### src/rtl/uut_alu_pipe_if.sv
// Valid/ready bus for the two-stage ALU pipeline.
// The master side drives operations and accepts results; the slave side is the ALU.
interface uut_alu_pipe_if #(
   parameter int WIDTH = 8
);
   logic             in_valid;
   logic             in_ready;
   logic [WIDTH-1:0] a;
   logic [WIDTH-1:0] b;
   logic [2:0]       op;
   logic             out_valid;
   logic             out_ready;
   logic [WIDTH-1:0] result;
   logic             zero;
   logic             carry;

   modport master (
      output in_valid, a, b, op, out_ready,
      input  in_ready, out_valid, result, zero, carry
   );

   modport slave (
      input  in_valid, a, b, op, out_ready,
      output in_ready, out_valid, result, zero, carry
   );
endinterface

### src/rtl/uut_alu_pipe.sv
// Two-stage valid/ready ALU pipeline.
// S1 captures the operands and opcode; S2 holds the computed result, zero and carry flags.
module uut_alu_pipe #(
   parameter int WIDTH = 8
) (
   input logic          clock,
   input logic          reset,
   uut_alu_pipe_if.slave bus
);

   typedef enum logic [2:0] {
      OP_ADD  = 3'b000,
      OP_SUB  = 3'b001,
      OP_AND  = 3'b010,
      OP_OR   = 3'b011,
      OP_XOR  = 3'b100,
      OP_SHL  = 3'b101,
      OP_SHR  = 3'b110,
      OP_PASS = 3'b111
   } op_e;

   localparam logic [WIDTH:0] WIDTH_V = (WIDTH+1)'(WIDTH);

   // Stage 1 state
   logic             s1_valid_q, s1_valid_d;
   logic [WIDTH-1:0] a_q, b_q;
   op_e              op_q;

   // Stage 2 state
   logic             s2_valid_q, s2_valid_d;
   logic [WIDTH-1:0] result_q;
   logic             zero_q, carry_q;

   // Handshake and datapath nets
   logic             s2_load, s2_fire, in_fire, in_ready_w;
   logic [WIDTH-1:0] alu_res;
   logic             alu_zero, alu_carry;
   logic [WIDTH:0]   sum, diff;
   logic             shift_oob;

   // Stage occupancy: S1 may refill in the same cycle it hands over to S2,
   // which is what lets a full pipe accept and emit without a bubble.
   always_comb begin
      s2_load    = s1_valid_q && (!s2_valid_q || bus.out_ready);
      s2_fire    = s2_valid_q && bus.out_ready;
      in_ready_w = !reset && (!s1_valid_q || s2_load);
      in_fire    = bus.in_valid && in_ready_w;

      s1_valid_d = s1_valid_q;
      if (in_fire) begin
         s1_valid_d = 1'b1;
      end else if (s2_load) begin
         s1_valid_d = 1'b0;
      end

      s2_valid_d = s2_valid_q;
      if (s2_load) begin
         s2_valid_d = 1'b1;
      end else if (s2_fire) begin
         s2_valid_d = 1'b0;
      end
   end

   // ALU evaluated on the S1 contents; carry is the add carry-out or the subtract borrow.
   always_comb begin
      sum       = {1'b0, a_q} + {1'b0, b_q};
      diff      = {1'b0, a_q} - {1'b0, b_q};
      shift_oob = ({1'b0, b_q} >= WIDTH_V);
      alu_res   = '0;
      alu_carry = 1'b0;
      unique case (op_q)
         OP_ADD: begin
            alu_res   = sum[WIDTH-1:0];
            alu_carry = sum[WIDTH];
         end
         OP_SUB: begin
            alu_res   = diff[WIDTH-1:0];
            alu_carry = diff[WIDTH];
         end
         OP_AND:  alu_res = a_q & b_q;
         OP_OR:   alu_res = a_q | b_q;
         OP_XOR:  alu_res = a_q ^ b_q;
         OP_SHL:  alu_res = shift_oob ? '0 : (a_q << b_q);
         OP_SHR:  alu_res = shift_oob ? '0 : (a_q >> b_q);
         OP_PASS: alu_res = a_q;
      endcase
      alu_zero = (alu_res == '0);
   end

   // Stage 1 register: operands captured on an input transfer.
   always_ff @(posedge clock or posedge reset) begin
      if (reset) begin
         s1_valid_q <= 1'b0;
         a_q        <= '0;
         b_q        <= '0;
         op_q       <= OP_ADD;
      end else begin
         s1_valid_q <= s1_valid_d;
         if (in_fire) begin
            a_q  <= bus.a;
            b_q  <= bus.b;
            op_q <= op_e'(bus.op);
         end
      end
   end

   // Stage 2 register: result only updates on a load, so it holds under backpressure.
   always_ff @(posedge clock or posedge reset) begin
      if (reset) begin
         s2_valid_q <= 1'b0;
         result_q   <= '0;
         zero_q     <= 1'b0;
         carry_q    <= 1'b0;
      end else begin
         s2_valid_q <= s2_valid_d;
         if (s2_load) begin
            result_q <= alu_res;
            zero_q   <= alu_zero;
            carry_q  <= alu_carry;
         end
      end
   end

   assign bus.in_ready  = in_ready_w;
   assign bus.out_valid = s2_valid_q;
   assign bus.result    = result_q;
   assign bus.zero      = zero_q;
   assign bus.carry     = carry_q;

endmodule

### src/flat_wrapper.sv
// flat-port wrapper written by rule: the top's interface ports become plain ports
module uut_alu_pipe_flat 
#(
   parameter int WIDTH = 8
)
  (clock, reset, bus_in_valid, bus_a, bus_b, bus_op, bus_out_ready, bus_in_ready, bus_out_valid, bus_result, bus_zero, bus_carry);
  uut_alu_pipe_if #(.WIDTH(WIDTH)) bus_i ();
  input logic clock;
  input logic reset;
  input wire logic [$bits(bus_i.in_valid)-1:0] bus_in_valid;
  input wire logic [$bits(bus_i.a)-1:0] bus_a;
  input wire logic [$bits(bus_i.b)-1:0] bus_b;
  input wire logic [$bits(bus_i.op)-1:0] bus_op;
  input wire logic [$bits(bus_i.out_ready)-1:0] bus_out_ready;
  output wire logic [$bits(bus_i.in_ready)-1:0] bus_in_ready;
  output wire logic [$bits(bus_i.out_valid)-1:0] bus_out_valid;
  output wire logic [$bits(bus_i.result)-1:0] bus_result;
  output wire logic [$bits(bus_i.zero)-1:0] bus_zero;
  output wire logic [$bits(bus_i.carry)-1:0] bus_carry;
  assign bus_i.in_valid = bus_in_valid;
  assign bus_i.a = bus_a;
  assign bus_i.b = bus_b;
  assign bus_i.op = bus_op;
  assign bus_i.out_ready = bus_out_ready;
  assign bus_in_ready = bus_i.in_ready;
  assign bus_out_valid = bus_i.out_valid;
  assign bus_result = bus_i.result;
  assign bus_zero = bus_i.zero;
  assign bus_carry = bus_i.carry;
  uut_alu_pipe #(.WIDTH(WIDTH)) u_core (.clock(clock), .reset(reset), .bus(bus_i));
endmodule
### config.mk
export PLATFORM = sky130hd
export DESIGN_NAME = uut_alu_pipe_flat
export DESIGN_NICKNAME = d
export VERILOG_FILES = /design/src/rtl/uut_alu_pipe_if.sv /design/src/rtl/uut_alu_pipe.sv /design/src/flat_wrapper.sv
export SDC_FILE = /design/constraint.sdc
export NUM_CORES = 1
export LEC_CHECK = 0
export CAP_MARGIN = 15
export CORE_ASPECT_RATIO = 1.25
export CORE_MARGIN = 3
export CORE_UTILIZATION = 45
export CTS_CLUSTER_SIZE = 10
export DETAILED_ROUTE_END_ITERATION = 10
export PLACE_DENSITY = 0.69
export SETUP_SLACK_MARGIN = 0.1
export SLEW_MARGIN = 10
export SYNTH_ARGS = -nofsm -noshare
export SYNTH_HDL_FRONTEND = slang
export SYNTH_SLANG_ARGS = --single-unit
### constraint.sdc
create_clock -name clock -period 3.7 [get_ports clock]
set_clock_uncertainty 0.1 [all_clocks]
set_input_delay 0.555 -clock clock [delete_from_list [all_inputs] [get_ports clock]]
set_output_delay 0.555 -clock clock [all_outputs]
set_load 0.1 [all_outputs]
==> results.cfg <==
[run_status]
run_status = finished, final reports clean

[floorplanning]
floorplan.initialDensity_pct = 46.6
die_area_um2 = 7840
rows = 33
dieWidth_um = 79.8
die_height_um = 98.2
floorplan.core_area_um2 = 6570
io_count = 35

[logic_synthesis]
synth.avg_cell_area_um2 = 8.95
synth_area_leader_cell = sky130_fd_sc_hd__dfrtp_1
post_synth_main_area_contributors = sky130_fd_sc_hd__dfrtp_1 (25%), sky130_fd_sc_hd__mux2_2 (9.9%), sky130_fd_sc_hd__ha_1 (9.8%)
post_syn_area_um2 = 3060
synth_flop_cell = sky130_fd_sc_hd__dfrtp_1
synth_top_area_share_pct = 25.3
synth_edf_count = 0
ys_ff_latch = 31
synth_fp_nets = 391
asyncSetResetFlopFracSynth_pct = 100
total_of_warnings_raised_by_yosys = 0
netlist_instances = 342
yosysSeqAreaShare_pct = 25.3
number_of_distinct_library_cells_after_synthesis = 59

[critical_path]
setup.worst_path.start_class = flop
worst_setup_path_end_kind = flop
worstPathMaxFanout = 10
timing.rr.end = u_core.bus.zero
reg2reg_setup_slack_ns = 0.90
critPathKind = reg2reg
data_required_time_at_the_worst_endpoint_ns = 3.82
worstPathArrival_ns = 2.92
r2r.worst_path.cells = 10
worst_r2r_startpoint = u_core.a_q[0]

[timing]
final_hold_vio_count = 0
slew_worst_pin_ns = 0.964
timing.slew.headroom_pct = 35.6
timing.final.setup_violations = 0
timing.fmax_ghz = 0.357
report.final.slew_viol_count = 0
timing.final.crit_share_pct = 75.7
rsz0062_at_grt = no
timing.hold.ws_ns = 0.384
finalCriticalPeriod_ns = 2.80
finalSetupTns_ns = 0

[detailed_routing]
drt-wirelength-per-cell_um = 18.0
postRouteWirelength_um = 8150
drt_iter0_markers = 299
vias = 2779
remaining_drc_errors = 0
vias_per_cell = 6.12
drtPass1Iterations = 5
drt.antenna.violating_nets = 0

[min_path]
hold_path_end = u_core.bus.result[7]
hold_start = u_core.bus.result[7]
timing.hold.worst.class = reg2reg
hold_depth = 2

[run]
drv.max_cap_violation_count = 0

[clock_tree]
clk_path_buf_depth = 2
cts.htree.levels = 2
post_cts.resized_instances = 0
cts-hold-fix-buffers = 0
cts_tree = yes
path_clk_slew_ns = 0.07
tritoncts.num_buffers = 5
cts_sinks = 31
cts_setup_buffers = 0
clk_latency_ns = 0.28
ctsRootBufferMaster = sky130_fd_sc_hd__clkbuf_8

[grt]
total_routing_usage_gr_pct = 21.6
grt_pass1_wl_um = 13500
initial_antenna_violation_count = 0
maximum_number_of_pins_on_one_net_before_global_route_repair = 32
gr-total-overflow = 0
vias_in_the_first_global_route = 2613

[pwr]
power.clock.fraction_pct = 16.0
p_leak_nw = 1.53
net_switching_component_of_the_power_w = 0.00110
p_seq_share_pct = 24.3
post-layout-total-power_w = 0.00221
internal_power_w = 0.00111
powerDensity_nw_per_um2 = 621
combinationalPowerShare_pct = 59.7
power.share.switching_pct = 49.7
vdd.ir_drop.worst_mv = 0.314

[cells_and_area]
layout-drive-gt1-share_pct = 16.1
fin_nets = 415
antenna_cells = 0
area_growth_syn_to_layout_pct = 16.2

[place]
numPortBuffers = 34
place_congestion = 0.971
dpl.hpwl_um = 6080
[synthesized netlist by cell type, types with 4 or more instances]
cell type and count:
sky130_fd_sc_hd__a211oi_1 7, sky130_fd_sc_hd__a21o_1 4, sky130_fd_sc_hd__nand2_1 23, sky130_fd_sc_hd__nand2b_1 7, sky130_fd_sc_hd__inv_1 23, sky130_fd_sc_hd__mux2_2 27, sky130_fd_sc_hd__o21ai_0 16, sky130_fd_sc_hd__nand3_1 14
sky130_fd_sc_hd__ha_1 24, sky130_fd_sc_hd__a21oi_1 14, sky130_fd_sc_hd__mux2i_1 5, sky130_fd_sc_hd__mux4_2 8, sky130_fd_sc_hd__clkbuf_1 10, sky130_fd_sc_hd__nor2b_1 7, sky130_fd_sc_hd__nand4_1 7, sky130_fd_sc_hd__nor3_1 10
sky130_fd_sc_hd__o22ai_1 4, sky130_fd_sc_hd__buf_2 10, sky130_fd_sc_hd__nor2_1 26, sky130_fd_sc_hd__dfrtp_1 31, sky130_fd_sc_hd__a22oi_1 4
[worst max-delay path by stage]
| stage | from | endpoint | slack [ns] |
|---|---|---|---|
| 2_1_floorplan | u_core.bus.out_valid | u_core.a_q[7] | 0.17 |
| 3_3_place_gp | u_core.b_q[0] | u_core.bus.zero | 0.99 |
| 3_5_place_dp | u_core.a_q[0] | u_core.bus.zero | 0.96 |
| 4_1_cts | u_core.a_q[0] | u_core.bus.zero | 0.90 |
| 5_1_grt | u_core.a_q[3] | u_core.bus.zero | 0.63 |
| 6_report | u_core.a_q[0] | u_core.bus.zero | 0.90 |
[power groups by stage]
stage          sequential [W]  clock, W  combinational (W)
2_1_floorplan        0.000836         0           0.000703
3_3_place_gp         0.000536         0            0.00130
3_5_place_dp         0.000540         0            0.00130
4_1_cts              0.000534  0.000362            0.00131
5_1_grt              0.000550  0.000377            0.00141
6_report             0.000537  0.000354            0.00132
[worst max-delay path, cell delays in order (launching register included)]
cell,delay [ns]
sky130_fd_sc_hd__dfrtp_1,0.50
sky130_fd_sc_hd__inv_1,0.10
sky130_fd_sc_hd__ha_1,0.23
sky130_fd_sc_hd__fa_1,0.42
sky130_fd_sc_hd__nor3_1,0.27
sky130_fd_sc_hd__o31ai_1,0.14
sky130_fd_sc_hd__a21o_1,0.19
sky130_fd_sc_hd__a211oi_1,0.19
sky130_fd_sc_hd__nor3_1,0.09
sky130_fd_sc_hd__nor4_1,0.30
sky130_fd_sc_hd__a32o_2,0.21
[final cells by class]
| class | instances | area [um2] |
|---|---|---|
| multi-input cells | 264 | 2080 |
| clock inverters | 2 | 35.0 |
| well taps | 87 | 109 |
| clock buffers | 6 | 82.6 |
| fillers | 619 | 3010 |
| inverters | 23 | 86.3 |
| flip-flops and latches | 31 | 776 |
| repair buffers | 41 | 390 |
[routing by layer]
| layer | vias to the layer above | track usage, % | share of wire (%) |
|---|---|---|---|
| li1 | 1301 | - | - |
| met1 | 1351 | 29.5 | 43 |
| met2 | 115 | 36.6 | 51 |
| met3 | 12 | 2.40 | 5.0 |
| met4 | 0 | 5.07 | 1.1 |
| met5 | - | 0 | 0 |
[cells in the final DEF (no fill, tap or decap), types with 3 or more instances in the layout]
master / count
sky130_fd_sc_hd__clkdlybuf4s50_1: 33
sky130_fd_sc_hd__a21o_1: 4
sky130_fd_sc_hd__nand3_1: 14
sky130_fd_sc_hd__mux4_2: 8
sky130_fd_sc_hd__xor2_1: 3
sky130_fd_sc_hd__mux2i_1: 5
sky130_fd_sc_hd__nand2b_1: 7
sky130_fd_sc_hd__buf_4: 8
sky130_fd_sc_hd__ha_1: 24
sky130_fd_sc_hd__o21ai_0: 16
sky130_fd_sc_hd__nor3_1: 10
sky130_fd_sc_hd__a211oi_1: 7
sky130_fd_sc_hd__nand2_1: 23
sky130_fd_sc_hd__dfrtp_1: 31
sky130_fd_sc_hd__o22ai_1: 4
sky130_fd_sc_hd__nor2b_1: 7
sky130_fd_sc_hd__nor4_1: 3
sky130_fd_sc_hd__o21bai_1: 3
sky130_fd_sc_hd__nand4_1: 7
sky130_fd_sc_hd__inv_1: 23
sky130_fd_sc_hd__a22oi_1: 4
sky130_fd_sc_hd__nor3b_1: 3
sky130_fd_sc_hd__a21oi_1: 14
sky130_fd_sc_hd__or3_1: 3
sky130_fd_sc_hd__a31oi_1: 3
sky130_fd_sc_hd__clkbuf_8: 6
sky130_fd_sc_hd__nor2_1: 26
sky130_fd_sc_hd__or4_1: 3
sky130_fd_sc_hd__mux2_2: 27
[metrics by stage]
| stage | setup WS, ns | area (um2) | util [%] | cells |
|---|---|---|---|---|
| floorplan | 0.170 | 3060 | - | 342 |
| detailed placement | 0.964 | 3440 | 52.4 | 446 |
| finish | 0.897 | 3560 | 54.2 | 454 |
| global route | 0.635 | 3560 | 54.2 | 454 |
| global placement | 0.991 | 3440 | 52.4 | 446 |
| CTS | 0.900 | 3560 | 54.2 | 454 |
[flip-flops by register name, indices dropped and copies added, names as in the netlist]
name                  count
u_core.a_q                8
u_core.b_q                8
u_core.bus.carry          1
u_core.bus.out_valid      1
u_core.bus.result         8
u_core.bus.zero           1
u_core.op_q               3
u_core.s1_valid_q         1
[cell families after synthesis]
group	Yosys count	share of synthesized area, %
muxes	40	17.4
xor gates and xnor gates	5	1.43
buffers and inverters	47	6.78
and+or+nand+nor	115	19.8
adders and majority gates	26	11.1
DFF	31	25.3
AOI/OAI and AO/OA	78	18.1
No activity file was read; power rests on OpenSTA's default activity.
